File: src/rtl/alu8_accumulator.sv
`default_nettype none
// ============================================================================
//  Module      : alu8_accumulator
//  Description : 8-bit accumulator ALU; single-cycle logic/arith ops and an
//                iterative 8-cycle shift-add multiply.
//  Revision    : 1.0  initial release
// ============================================================================
module alu8_accumulator #(
    parameter logic [7:0] RESET_VALUE = 8'h00
) (
    input  logic       clk,
    input  logic       reset,
    input  logic [7:0] inData,
    input  logic [2:0] inOp,
    input  logic       inValid,
    output logic       busy,
    output logic [7:0] out,
    output logic       outValid,
    output logic       zero,
    output logic       carry
);

    localparam logic [2:0] c_OP_LOAD = 3'd0;
    localparam logic [2:0] c_OP_AND  = 3'd1;
    localparam logic [2:0] c_OP_OR   = 3'd2;
    localparam logic [2:0] c_OP_XOR  = 3'd3;
    localparam logic [2:0] c_OP_ADD  = 3'd4;
    localparam logic [2:0] c_OP_SUB  = 3'd5;
    localparam logic [2:0] c_OP_NOT  = 3'd6;
    localparam logic [2:0] c_OP_MUL  = 3'd7;

    typedef enum logic [0:0] {
        IDLE = 1'b0,
        MUL  = 1'b1
    } state_t;

    state_t      state_q, state_d;
    logic [7:0]  acc_q, acc_d;
    logic        carry_q, carry_d;
    logic        zero_q, zero_d;
    logic        valid_q, valid_d;
    logic [15:0] prod_q, prod_d;
    logic [15:0] mcand_q, mcand_d;
    logic [7:0]  mplier_q, mplier_d;
    logic [2:0]  cnt_q, cnt_d;

    logic [8:0]  w_sum;
    logic [8:0]  w_diff;
    logic [15:0] w_partial;

    assign w_sum     = {1'b0, acc_q} + {1'b0, inData};
    // Bit 8 of the 9-bit difference is the borrow (acc < inData).
    assign w_diff    = {1'b0, acc_q} - {1'b0, inData};
    assign w_partial = prod_q + (mplier_q[0] ? mcand_q : 16'h0000);

    always_comb begin
        state_d  = state_q;
        acc_d    = acc_q;
        carry_d  = carry_q;
        zero_d   = zero_q;
        valid_d  = 1'b0;
        prod_d   = prod_q;
        mcand_d  = mcand_q;
        mplier_d = mplier_q;
        cnt_d    = cnt_q;

        case (state_q)
            IDLE: begin
                if (inValid) begin
                    valid_d = 1'b1;
                    carry_d = 1'b0;
                    case (inOp)
                        c_OP_LOAD: acc_d = inData;
                        c_OP_AND:  acc_d = acc_q & inData;
                        c_OP_OR:   acc_d = acc_q | inData;
                        c_OP_XOR:  acc_d = acc_q ^ inData;
                        c_OP_ADD: begin
                            acc_d   = w_sum[7:0];
                            carry_d = w_sum[8];
                        end
                        c_OP_SUB: begin
                            acc_d   = w_diff[7:0];
                            carry_d = w_diff[8];
                        end
                        c_OP_NOT:  acc_d = ~acc_q;
                        default: begin
                            // Multiply: latch operands, results stay untouched.
                            valid_d  = 1'b0;
                            carry_d  = carry_q;
                            state_d  = MUL;
                            prod_d   = 16'h0000;
                            mcand_d  = {8'h00, acc_q};
                            mplier_d = inData;
                            cnt_d    = 3'd0;
                        end
                    endcase
                    zero_d = (acc_d == 8'h00);
                end
            end
            MUL: begin
                prod_d   = w_partial;
                mcand_d  = {mcand_q[14:0], 1'b0};
                mplier_d = {1'b0, mplier_q[7:1]};
                cnt_d    = cnt_q + 3'd1;
                if (cnt_q == 3'd7) begin
                    acc_d   = w_partial[7:0];
                    carry_d = |w_partial[15:8];
                    zero_d  = (w_partial[7:0] == 8'h00);
                    valid_d = 1'b1;
                    state_d = IDLE;
                end
            end
            default: state_d = IDLE;
        endcase
    end

    always_ff @(posedge clk) begin
        if (reset) begin
            state_q  <= IDLE;
            acc_q    <= RESET_VALUE;
            carry_q  <= 1'b0;
            zero_q   <= (RESET_VALUE == 8'h00);
            valid_q  <= 1'b0;
            prod_q   <= 16'h0000;
            mcand_q  <= 16'h0000;
            mplier_q <= 8'h00;
            cnt_q    <= 3'd0;
        end else begin
            state_q  <= state_d;
            acc_q    <= acc_d;
            carry_q  <= carry_d;
            zero_q   <= zero_d;
            valid_q  <= valid_d;
            prod_q   <= prod_d;
            mcand_q  <= mcand_d;
            mplier_q <= mplier_d;
            cnt_q    <= cnt_d;
        end
    end

    assign busy     = (state_q == MUL);
    assign out      = acc_q;
    assign outValid = valid_q;
    assign zero     = zero_q;
    assign carry    = carry_q;

endmodule
`default_nettype wire

File: config.mk
export PLATFORM = sky130hd
export DESIGN_NAME = alu8_accumulator
export DESIGN_NICKNAME = d
export VERILOG_FILES = /design/src/rtl/alu8_accumulator.sv
export SDC_FILE = /design/constraint.sdc
export NUM_CORES = 1
export LEC_CHECK = 0
export CORE_ASPECT_RATIO = 2
export CORE_MARGIN = 3
export CORE_UTILIZATION = 45
export CTS_CLUSTER_DIAMETER = 120
export DETAILED_ROUTE_END_ITERATION = 8
export SYNTH_ARGS = -nofsm -noshare
export SYNTH_HDL_FRONTEND = slang
export SYNTH_SLANG_ARGS = --single-unit
File: constraint.sdc
create_clock -name clk -period 4.1 [get_ports clk]
set_input_delay 1.025 -clock clk [delete_from_list [all_inputs] [get_ports clk]]
set_output_delay 1.025 -clock clk [all_outputs]
set_load 0.05 [all_outputs]
==> results_dict.tcl, run 1 <==
set metrics [dict create \
    cap_violations 0 \
    place.gp.congestion 0.965 \
    p_switching_uw 451 \
    overflow 0 \
    drt-initial-drc-count 227 \
    ys_types 71 \
    grt_max_degree 47 \
    r2r_cells 11 \
    fmax_ghz 0.290 \
    fp.dieArea_sq_um 11300 \
    postSynthAreaPerCell_sq_um 7.64 \
    worstReg2RegEnd "carry" \
    synthTopCellsByCount "nor2_1, a21oi_1, dfxtp_1" \
    place_inst 729 \
    numCtsBuffers 5 \
    die_x_microns 76.8 \
    worstSkewPairLatency_ps 300 \
    final.period_utilization 0.842 \
    ios 26 \
    path_delay_family "compound AO/OA/AOI/OAI gates" \
    grt_pass1_vias 4286 \
    drive_gt1_frac 0.0793 \
    fp.dieH_microns 148 \
    worstHoldPathCells 2 \
    holdWs_ps 467 \
    area_delta_synth_final_pct 11.9 \
    via_per_inst 5.93 \
    yosys_warnings 0 \
    skew_ps 12.1 \
    postCtsSetupBuffers 0 \
    combinationalPowerShare 0.258 \
    fin_ws_ps 648 \
    path_cells "clkdlybuf4s50_1, inv_1, ha_1, nor2_1, o311ai_1, buf_4, a21oi_1, o221ai_1, xnor2_1, o22ai_1, o31ai_1" \
    worst_ir_drop_vdd_uv 227 \
    ys_seq_area_frac 0.244 \
    grt_setup_unrepaired "false" \
    gr-usage-all-layers 0.237 \
    initial_core_util 0.462 \
    worstPathRequired_ps 4320 \
    multi_input_area_sq_um 3100 \
    arrival_ps 3670 \
    hp-class "reg -> reg" \
    cp-start-kind "input port" \
    yosys.area.top_type "dfxtp_1" \
    fin_tns_setup_ps 0 \
    num_vias 4370 \
    tritoncts "built" \
    hold_viol_final 0 \
    hold_end "prod_q[0]" \
    placed_area_sq_um 4880 \
    status "complete, no violations" \
    yosys-top-cells-area "dfxtp_1, ha_1, a21oi_1" \
    antenna_found_initial 0 \
    tightest_slew_ps 780 \
    postCtsResizedCells 0 \
    p_seq_frac 0.398 \
    clock_sinks 55 \
    core.rowCount 51 \
    hold_start "prod_q[0]" \
    slowest_stage "clkdlybuf4s50_1" \
    totalWireLength_mm 13.4 \
    postCtsHoldBufs 0 \
    clkTransAtPathRegs_ps 80 \
    relSlewSlack 0.480 \
    ys_seq_elements 55 \
    place_ws_ps 400 \
    diodes 0 \
    synth_cells 590 \
    synth_area_sq_um 4510 \
    core_area_sq_um 9760 \
    finalSetupViolCount 0 \
    power_mw 1.43 \
    final_util 0.517 \
    synth.top_cell.area_share 0.244 \
    design_area_sq_um 5040 \
    internal_power_uw 984 \
    detail_route.wl_per_cell_microns 18.2 \
    instances_no_fill 737 \
    path_class "in -> reg" \
    crit_cells 11 \
    htree_levels 2 \
    switching_share 0.314 \
    regArea_sq_um 1100 \
    nNetsFinal 662 \
    timing.rr.start "mplier_q[0]" \
    synth_ff_type "dfxtp_1" \
    clock_path_buffers 2 \
    crit_buf_inv 3 \
    synth_edf_count 0 \
    rrSetupSlack_ps 1150 \
    drc 0 \
    io_buffers 25 \
    clockPowerShare 0.343 \
    ant_nets 0 \
    place_hpwl_mm 10.4 \
    crit_path_end_kind "flip-flop" \
    crit_fanout 5 \
    drv_slew 0 \
    slowest_delay_ps 610 \
    first_pass_iters 5 \
    cellLeakagePower_nw 2.18 \
    clockRootBuffer "clkbuf_16" \
    powerDensity_nw_per_um2 284 \
    yosysMostFrequentCell "nor2_1" \
    grt_first_pass_wirelength_mm 21.3 \
    async_flop_share 0 \
    fill_cells 983 \
    synth_nets 648 \
    fin_crit_ps 3450 \
]
-- cells in the final DEF (no fill, tap or decap), drive strengths merged, types with 4 or more instances in the layout --
cell type,count
a31oi,10
clkbuf,6
a211oi,9
nand2b,8
or3,4
nor3,13
nand2,33
a211o,4
mux4,4
nor2,90
mux2i,8
buf,19
a21o,6
and3,21
dfxtp,55
o311ai,4
o211ai,4
nand3,10
o2111ai,5
inv,35
xnor2,16
a21oi,75
o21ai,18
ha,41
o22ai,7
and2,19
clkdlybuf4s50,24
-- cell type report --
type                            count  share of cell area
Sequential cell                    55               0.219
Tap cell                          132              0.0327
Clock buffer                        6              0.0255
Clock inverter                      2             0.00769
Inverter                           34              0.0253
Multi-Input combinational cell    465               0.615
Timing Repair Buffer               43              0.0754
-- layer usage --
metal | GRT usage | vias to the layer above | wire [microns]
li1 | - | 2143 | -
met1 | 0.228 | 2037 | 4830
met2 | 0.451 | 138 | 7260
met3 | 0.0293 | 52 | 437
met4 | 0.172 | 0 | 899
met5 | 0 | - | 0
-- worst max path at each step --
stage	startpoint	endpoint	slack, ps
final	inData[1]	zero	650
after global routing	inData[1]	out[5]	500
after CTS	inData[1]	zero	700
after detailed placement	inData[1]	zero	400
after global placement	inData[1]	zero	440
after floorplan	inData[0]	out[4]	1130
-- state kept, by name, summed over array words and instances, names as in the netlist --
name and flops:
carry 1, cnt_q 3, mplier_q 8, prod_q 16, outValid 1, zero 1, out 8, busy 1
mcand_q 16
-- cell families after synthesis --
logic type | count (synthesis) | share of synthesized area
AO/OA/AOI/OAI | 174 | 0.253
XOR/XNOR | 19 | 0.0369
adder cells (fa/ha/maj) | 44 | 0.127
buffers and inverters | 70 | 0.0680
flip-flops | 55 | 0.244
multiplexers | 13 | 0.0402
AND/OR/NAND/NOR | 215 | 0.231
-- worst register-to-register path, delay by kind of cell, from the launching register on --
family	cells	cell delay, ps
AO/OA/AOI/OAI	5	1030
flip-flops	1	300
XOR/XNOR	1	110
AND/OR/NAND/NOR	2	520
buffers and inverters	1	190
adder cells (fa/ha/maj)	2	670
-- power groups by stage --
| stage | Sequential, mW | Clock (mW) | Combinational [mW] |
|---|---|---|---|
| finish | 0.571 | 0.492 | 0.371 |
| global route | 0.574 | 0.519 | 0.401 |
| CTS | 0.571 | 0.507 | 0.369 |
| detailed placement | 0.583 | 0 | 0.367 |
| global placement | 0.584 | 0 | 0.366 |
| floorplan | 0.610 | 0 | 0.223 |
Power figures use the tool's default switching activity.
==> run 2, diff against run 1 <==
Clock period 4.1 ns to 3.4 ns, I/O delays scaled along.
==> results_dict.tcl, run 2 (synthesis gave the netlist of run 1 again) <==
set metrics [dict create \
    status "complete, no violations" \
    clock_sinks 55 \
    clock_path_buffers 2 \
    finalSetupViolCount 0 \
    overflow 0 \
    core_area_sq_um 9760 \
    worstSkewPairLatency_ps 300 \
    drt-initial-drc-count 179 \
    grt_first_pass_wirelength_mm 22.1 \
    core.rowCount 51 \
    die_x_microns 76.8 \
    clkTransAtPathRegs_ps 70 \
    antenna_found_initial 0 \
    io_buffers 25 \
    final_common_cell "nor2_1" \
    tightest_slew_ps 728 \
    hold_start "prod_q[0]" \
    hp-class "reg -> reg" \
    postCtsSetupBuffers 0 \
    drc 0 \
    totalWireLength_mm 13.5 \
    worstPathRequired_ps 3610 \
    cap_violations 0 \
    final_cell_mix "nor2_1, a21oi_1, dfxtp_1" \
    skew_ps 7.24 \
    first_pass_iters 5 \
    area_delta_synth_final_pct 14.4 \
    initial_core_util 0.462 \
    hold_viol_final 0 \
    powerDensity_nw_per_um2 326 \
    arrival_ps 3400 \
    fin_crit_ps 3190 \
    grt_max_degree 50 \
    fp.dieH_microns 148 \
    grt_setup_unrepaired "false" \
    htree_levels 2 \
    postCtsResizedCells 0 \
    nNetsFinal 677 \
    worst_ir_drop_vdd_uv 262 \
    diodes 0 \
    top_usage_layer "met2" \
    path_class "in -> reg" \
    place_hpwl_mm 10.6 \
    num_vias 4456 \
    final_util 0.529 \
    via_per_inst 5.93 \
    power_mw 1.68 \
    ant_nets 0 \
    timing.rr.start "mplier_q[0]" \
    use_met3 0.0183 \
    fp.dieArea_sq_um 11300 \
    crit_fanout 5 \
    clockRootBuffer "clkbuf_16" \
    crit_path_end_kind "flip-flop" \
    grtUsageMet1 0.242 \
    tritoncts "built" \
    grt_pass1_vias 4538 \
    numCtsBuffers 5 \
    cellLeakagePower_nw 2.25 \
    critical_path.startpoint "inData[1]" \
    gr-usage-all-layers 0.243 \
    fmax_ghz 0.313 \
    relSlewSlack 0.515 \
    grtUsageMet2 0.478 \
    top_regs "mcand_q: 16 flops, prod_q: 16 flops" \
    place.gp.congestion 0.970 \
    detail_route.wl_per_cell_microns 17.9 \
    drive_gt1_frac 0.102 \
    ios 26 \
    drv_slew 0 \
    final.period_utilization 0.939 \
    cp-start-kind "input port" \
    postCtsHoldBufs 0 \
]
run 2: cell types whose count changed in the layout (fill, tap and decap cells not counted):
cell        previous run  this run
buf_12                 0         2
buf_4                 18        31
clkinvlp_4             0         1
bufinv_16              1         0
run 2: layout make-up:
type                            count  area [sq um]
Timing Repair Buffer               58           518
Clock buffer                        6           129
Inverter                           34           128
Sequential cell                    55          1100
Fill cell                         964          4600
Tap cell                          132           165
Clock inverter                      2          16.3
Multi-Input combinational cell    465          3100
run 2: path summary, 6_finish.rpt:
path          endpoint  slack, ps  cells after the start
max               zero        210                      9
min          prod_q[0]        460                      2
max reg2reg      carry        570                     10
min reg2reg  prod_q[0]        460                      2
run 2: critical path: stages:
cell             delay (ps)
clkdlybuf4s50_1         610
inv_1                   100
ha_1                    340
mux4_2                  470
o21ai_1                 190
o311ai_1                160
nor3_1                  300
nand3_1                 130
o31ai_1                 240
run 2: metal layers:
metal | wire length, microns | part of all wire | up-vias
li1 | - | - | 2157
met1 | 4960 | 0.37 | 2151
met2 | 7500 | 0.56 | 107
met3 | 299 | 0.022 | 41
met4 | 724 | 0.054 | 0
met5 | 0 | 0 | -
run 2: per-stage QoR:
step	hold WS [ps]	cells	instance area [sq um]	setup slack, ps	TNS [ps]
after floorplan	441	590	4510	604	0
after global placement	448	744	5010	-18.4	-27.9
after detailed placement	454	744	5010	-81.0	-212
after CTS	464	752	5160	220	0
after global routing	493	752	5160	34.4	0
final	463	752	5160	208	0
run 2: where the power goes:
| group | total (mW) | internal (mW) | switching [mW] | leakage, nW |
|---|---|---|---|---|
| Combinational | 0.475 | 0.197 | 0.278 | 1.74 |
| Clock | 0.521 | 0.277 | 0.244 | 0.0675 |
| Sequential | 0.688 | 0.660 | 0.0273 | 0.446 |
